## config.mk

```make
export PLATFORM = sky130hd
export DESIGN_NAME = vga_timing_gen
export DESIGN_NICKNAME = d
export VERILOG_FILES = /design/src/rtl/vga_timing_gen.sv
export SDC_FILE = /design/constraint.sdc
export NUM_CORES = 1
export LEC_CHECK = 0
export CORE_UTILIZATION = 50
export DETAILED_ROUTE_END_ITERATION = 8
export GPL_TIMING_DRIVEN = 0
export PLACE_DENSITY = 0.8
export SLEW_MARGIN = 15
export SYNTH_ARGS = -nofsm -noshare
export SYNTH_HDL_FRONTEND = slang
export SYNTH_SLANG_ARGS = --single-unit
```

## constraint.sdc

```tcl
create_clock -name clk -period 4.9 [get_ports clk]
set_clock_uncertainty 0.15 [all_clocks]
set_input_delay 0.98 -clock clk [delete_from_list [all_inputs] [get_ports clk]]
set_output_delay 0.98 -clock clk [all_outputs]
set_load 0.02 [all_outputs]
```

## src/rtl/vga_timing_gen.sv

```systemverilog
// rtl/vga_timing_gen.sv - raster timing generator: sync, display enable, pixel coordinates, line/frame strobes
module vga_timing_gen #(
    parameter int H_ACTIVE   = 640,
    parameter int H_FP       = 16,
    parameter int H_SYNC     = 96,
    parameter int H_BP       = 48,
    parameter int V_ACTIVE   = 480,
    parameter int V_FP       = 10,
    parameter int V_SYNC     = 2,
    parameter int V_BP       = 33,
    parameter int H_SYNC_POL = 0,
    parameter int V_SYNC_POL = 0,
    parameter int X_W        = 11,
    parameter int Y_W        = 10
) (
    input  logic           clk,
    input  logic           rst,
    input  logic           ce,
    output logic           h_sync,
    output logic           v_sync,
    output logic           active,
    output logic [X_W-1:0] x,
    output logic [Y_W-1:0] y,
    output logic           line_start,
    output logic           frame_start
);

    localparam int H_TOTAL = H_ACTIVE + H_FP + H_SYNC + H_BP;
    localparam int V_TOTAL = V_ACTIVE + V_FP + V_SYNC + V_BP;

    localparam logic H_ON = (H_SYNC_POL != 0);
    localparam logic V_ON = (V_SYNC_POL != 0);

    // Shared phase encoding for both axes; ST_IDLE is the pre-start state held from reset until the first ce.
    localparam logic [2:0] ST_IDLE = 3'd0;
    localparam logic [2:0] ST_ACT  = 3'd1;
    localparam logic [2:0] ST_FP   = 3'd2;
    localparam logic [2:0] ST_SYN  = 3'd3;
    localparam logic [2:0] ST_BP   = 3'd4;

    generate
        if (H_ACTIVE < 1 || H_FP < 1 || H_SYNC < 1 || H_BP < 1 ||
            V_ACTIVE < 1 || V_FP < 1 || V_SYNC < 1 || V_BP < 1) begin : g_bad_length
            $error("vga_timing_gen: every porch, sync and active length must be at least 1");
        end
        if (X_W < 1 || X_W > 30 || (H_TOTAL - 1) >= (1 << X_W)) begin : g_bad_x_w
            $error("vga_timing_gen: X_W too narrow for H_TOTAL-1");
        end
        if (Y_W < 1 || Y_W > 30 || (V_TOTAL - 1) >= (1 << Y_W)) begin : g_bad_y_w
            $error("vga_timing_gen: Y_W too narrow for V_TOTAL-1");
        end
    endgenerate

    function automatic logic [X_W-1:0] h_last(input logic [2:0] st);
        case (st)
            ST_ACT:  h_last = X_W'(H_ACTIVE - 1);
            ST_FP:   h_last = X_W'(H_FP - 1);
            ST_SYN:  h_last = X_W'(H_SYNC - 1);
            ST_BP:   h_last = X_W'(H_BP - 1);
            default: h_last = '0;
        endcase
    endfunction

    function automatic logic [Y_W-1:0] v_last(input logic [2:0] st);
        case (st)
            ST_ACT:  v_last = Y_W'(V_ACTIVE - 1);
            ST_FP:   v_last = Y_W'(V_FP - 1);
            ST_SYN:  v_last = Y_W'(V_SYNC - 1);
            ST_BP:   v_last = Y_W'(V_BP - 1);
            default: v_last = '0;
        endcase
    endfunction

    function automatic logic [2:0] next_phase(input logic [2:0] st);
        case (st)
            ST_ACT:  next_phase = ST_FP;
            ST_FP:   next_phase = ST_SYN;
            ST_SYN:  next_phase = ST_BP;
            default: next_phase = ST_ACT;
        endcase
    endfunction

    logic [2:0]     r_h_state;
    logic [2:0]     r_v_state;
    logic [X_W-1:0] r_h_cnt;
    logic [Y_W-1:0] r_v_cnt;
    logic [X_W-1:0] r_x;
    logic [Y_W-1:0] r_y;
    logic           r_active;
    logic           r_h_sync;
    logic           r_v_sync;
    logic           r_line_start;
    logic           r_frame_start;

    logic           w_start;
    logic           w_h_last;
    logic           w_v_last;
    logic           w_eol;
    logic           w_eof;
    logic [2:0]     w_h_state_nxt;
    logic [2:0]     w_v_state_nxt;
    logic [X_W-1:0] w_h_cnt_nxt;
    logic [Y_W-1:0] w_v_cnt_nxt;
    logic [X_W-1:0] w_x_nxt;
    logic [Y_W-1:0] w_y_nxt;

    assign w_start  = (r_h_state == ST_IDLE);
    assign w_h_last = (r_h_cnt == h_last(r_h_state));
    assign w_v_last = (r_v_cnt == v_last(r_v_state));
    assign w_eol    = (r_h_state == ST_BP) && w_h_last;
    assign w_eof    = w_eol && (r_v_state == ST_BP) && w_v_last;

    // Next pixel; the vertical axis only moves on the end-of-line step.
    always_comb begin
        w_h_state_nxt = r_h_state;
        w_v_state_nxt = r_v_state;
        w_h_cnt_nxt   = r_h_cnt;
        w_v_cnt_nxt   = r_v_cnt;
        w_x_nxt       = r_x;
        w_y_nxt       = r_y;
        if (w_start) begin
            w_h_state_nxt = ST_ACT;
            w_v_state_nxt = ST_ACT;
            w_h_cnt_nxt   = '0;
            w_v_cnt_nxt   = '0;
            w_x_nxt       = '0;
            w_y_nxt       = '0;
        end else begin
            w_x_nxt = w_eol ? '0 : r_x + X_W'(1);
            if (w_h_last) begin
                w_h_state_nxt = next_phase(r_h_state);
                w_h_cnt_nxt   = '0;
            end else begin
                w_h_cnt_nxt   = r_h_cnt + X_W'(1);
            end
            if (w_eol) begin
                w_y_nxt = w_eof ? '0 : r_y + Y_W'(1);
                if (w_v_last) begin
                    w_v_state_nxt = next_phase(r_v_state);
                    w_v_cnt_nxt   = '0;
                end else begin
                    w_v_cnt_nxt   = r_v_cnt + Y_W'(1);
                end
            end
        end
    end

    // Outputs are registered from the next-state values so they describe the same pixel as the FSMs.
    always_ff @(posedge clk) begin
        if (rst) begin
            r_h_state     <= ST_IDLE;
            r_v_state     <= ST_IDLE;
            r_h_cnt       <= '0;
            r_v_cnt       <= '0;
            r_x           <= '0;
            r_y           <= '0;
            r_active      <= 1'b0;
            r_h_sync      <= ~H_ON;
            r_v_sync      <= ~V_ON;
            r_line_start  <= 1'b0;
            r_frame_start <= 1'b0;
        end else if (ce) begin
            r_h_state     <= w_h_state_nxt;
            r_v_state     <= w_v_state_nxt;
            r_h_cnt       <= w_h_cnt_nxt;
            r_v_cnt       <= w_v_cnt_nxt;
            r_x           <= w_x_nxt;
            r_y           <= w_y_nxt;
            r_active      <= (w_h_state_nxt == ST_ACT) && (w_v_state_nxt == ST_ACT);
            r_h_sync      <= (w_h_state_nxt == ST_SYN) ? H_ON : ~H_ON;
            r_v_sync      <= (w_v_state_nxt == ST_SYN) ? V_ON : ~V_ON;
            r_line_start  <= w_start || w_eol;
            r_frame_start <= w_start || w_eof;
        end else begin
            r_line_start  <= 1'b0;
            r_frame_start <= 1'b0;
        end
    end

    assign h_sync      = r_h_sync;
    assign v_sync      = r_v_sync;
    assign active      = r_active;
    assign x           = r_x;
    assign y           = r_y;
    assign line_start  = r_line_start;
    assign frame_start = r_frame_start;

endmodule

```

==> flow_summary.toml <==
[yosys]
synth_area_mm2 = 0.00290
syn-num-nets = 369
synthFlopType = "dfxtp_1"
synth_edf_count = 0
ys_ff_latch = 53
synth_cell_types = 58
postSynthCellCount = 362
synth_warnings = 0
ys_seq_area_share_pct = 36.6
synth_area_per_cell_um2 = 8.01
ys_async_sr_fraction_pct = 0

[detailed_routing]
drt_iter0_markers = 259
drc = 0
wire_per_inst_um = 15.2
wirelength_mm = 7.13
vias = 2880
via_per_inst = 6.14
postRouteAntennaNets = 0
dr.pass1.iters = 5

[layout]
layout_commonest_cell = "dfxtp_1"
multiInputGateArea_mm2 = 0.00171
regArea_mm2 = 0.00106
fill_cells = 505
diodes = 0
synthToLayoutAreaGrowth_pct = 15.9
final_cell_mix = "dfxtp_1, nor2_1, nand2_1"
final_cell_count_no_fill = 469
layout-drive-gt1-share_pct = 5.29
final_net_count = 403

[sta]
rsz0062_at_grt = "no"
setup_viol = 0
timing.fmax_mhz = 323
slew_headroom_pct = 29.0
hold_viol = 0
setup_tns_ns = 0
worstMarginPinSlew_ns = 1.06
slew_violations = 0
period_minus_slack_ns = 3.10
timing.hold.ws_ns = 0.344
post-route-period-util_pct = 63.2

[setup_path]
r2r_cells = 6
cp.required_ns = 4.94
cp-end-kind = "flop"
cp-start-kind = "input port"
path_cells = "clkdlybuf4s50_1 -> inv_1 -> nor3_1 -> o21ai_2 -> buf_6 -> clkbuf_1 -> a32oi_1 -> o41ai_1"
crit_type = "input port to flop"
arrival_ns = 3.13
crit_fanout = 10
slowest_stage = "clkdlybuf4s50_1"
cp_slowest_stage_delay_ns = 0.59

[global_route]
antenna_found_initial = 0
grt_max_degree = 16
grt_pass1_vias = 2663
grt_use_total_pct = 24.0
grt.overflow.total = 0
grt_pass1_wl_mm = 12.0

[die]
ios = 29
dieArea_mm2 = 0.00611
die_h_um = 78.2
initial_core_util_pct = 52.3
core_mm2 = 0.00554
die_w_um = 78.2
rows = 27

[pwr]
power.density_mw_per_mm2 = 273
max-vdd-ir-drop_v = 0.000193
switchingPower_uw = 285
p_sw_share_pct = 31.1
clock_power_share_pct = 30.1
cell_internal_pwr_uw = 633
pwr-share-seq_pct = 49.4
combinationalPowerShare_pct = 20.5
p_leak_uw = 0.00115

[clocking]
cts_tree = "yes"
clock-sinks = 53
cts_buffers = 5
clock_latency_ns = 0.31
clock_tree.root_cell = "clkbuf_8"
clk_pin_slew_worst_paths_ns = 0.09
clock_path_buffers = 2
cts_hold_buf = 0
post_cts_buffers = 0
htreeDepth = 2
cts_resized = 0

[min_path]
holdPathStages = 2
hold_path.class = "flop to flop"

[job]
maxCapViolations = 0

[place]
post-place-cells = 461
io_buffers = 27
dp_hpwl_mm = 5.06
place.gp.congestion = 0.868

[outcome]
status = "finished, final reports clean"
## power by group through the flow
| stage | clock, µW | sequential, µW | combinational (µW) |
|---|---|---|---|
| 3_3_place_gp | 0 | 463 | 181 |
| 5_1_grt | 295 | 456 | 205 |
| 3_5_place_dp | 0 | 464 | 184 |
| 6_report | 276 | 454 | 188 |
| 4_1_cts | 281 | 454 | 185 |
| 2_1_floorplan | 0 | 469 | 127 |
## cell type report
cell class / count / share of cell area (%)
Buffer: 22 / 2.83
Clock buffer: 7 / 2.87
Clock inverter: 1 / 0.149
Inverter: 10 / 1.12
Multi-Input combinational cell: 277 / 50.8
Sequential cell: 53 / 31.6
Tap cell: 72 / 2.68
Timing Repair Buffer: 27 / 8.04
## critical path, delay by kind of cell
family	cells	cell delay, ns
buf+inv	4	1.13
compound gates	3	0.56
simple gates	1	0.47
## layer usage
metal | track usage, % | wire [µm]
met3 | 5.12 | 488
met4 | 7.96 | 97
met1 | 30.3 | 3200
met5 | 0 | 0
met2 | 40.4 | 3340
## stage by stage
step | power, µW | utilization [%] | instance area [µm²] | worst slack [ns]
finish | 919 | 60.7 | 3360 | 1.80
CTS | 919 | 60.7 | 3360 | 1.87
floorplan | 595 | - | 2900 | 2.45
detailed placement | 647 | 58.9 | 3260 | 1.58
global route | 956 | 60.7 | 3360 | 1.69
global placement | 645 | 58.9 | 3260 | 1.62
## final timing paths
check                     from     to  slack, ns
setup / recovery            ce   y[8]       1.80
hold / removal           x[10]  x[10]       0.34
setup reg to reg  r_h_state[1]   y[3]       2.06
hold reg to reg          x[10]  x[10]       0.34
## flip-flops by register name, summed over array words and instances (netlist names)
| signal | flops |
|---|---|
| active | 1 |
| frame_start | 1 |
| h_sync | 1 |
| line_start | 1 |
| r_h_cnt | 11 |
| r_h_state | 3 |
| r_v_cnt | 10 |
| r_v_state | 3 |
| v_sync | 1 |
| x | 11 |
| y | 10 |
## logic make-up after synthesis
| group | synth area share [%] |
|---|---|
| adder cells (fa/ha/maj) | 1.73 |
| AO/OA/AOI/OAI | 20.1 |
| AND/OR/NAND/NOR | 31.5 |
| buffers and inverters | 4.57 |
| multiplexers | 1.04 |
| XOR/XNOR | 4.53 |
| flip-flops | 36.6 |
## Yosys cell counts (all sizes together) (9+ instances only)
cell    number  area, µm²
xor2         9       78.8
clkbuf      15       56.3
nand2       31        116
nand3       17       85.1
inv         10       37.5
nor2        33        126
nor3        22        121
a21oi       18       90.1
dfxtp       53       1060
o21ai       23        119
and3        14       87.6
(Power assumes the default switching activity.)
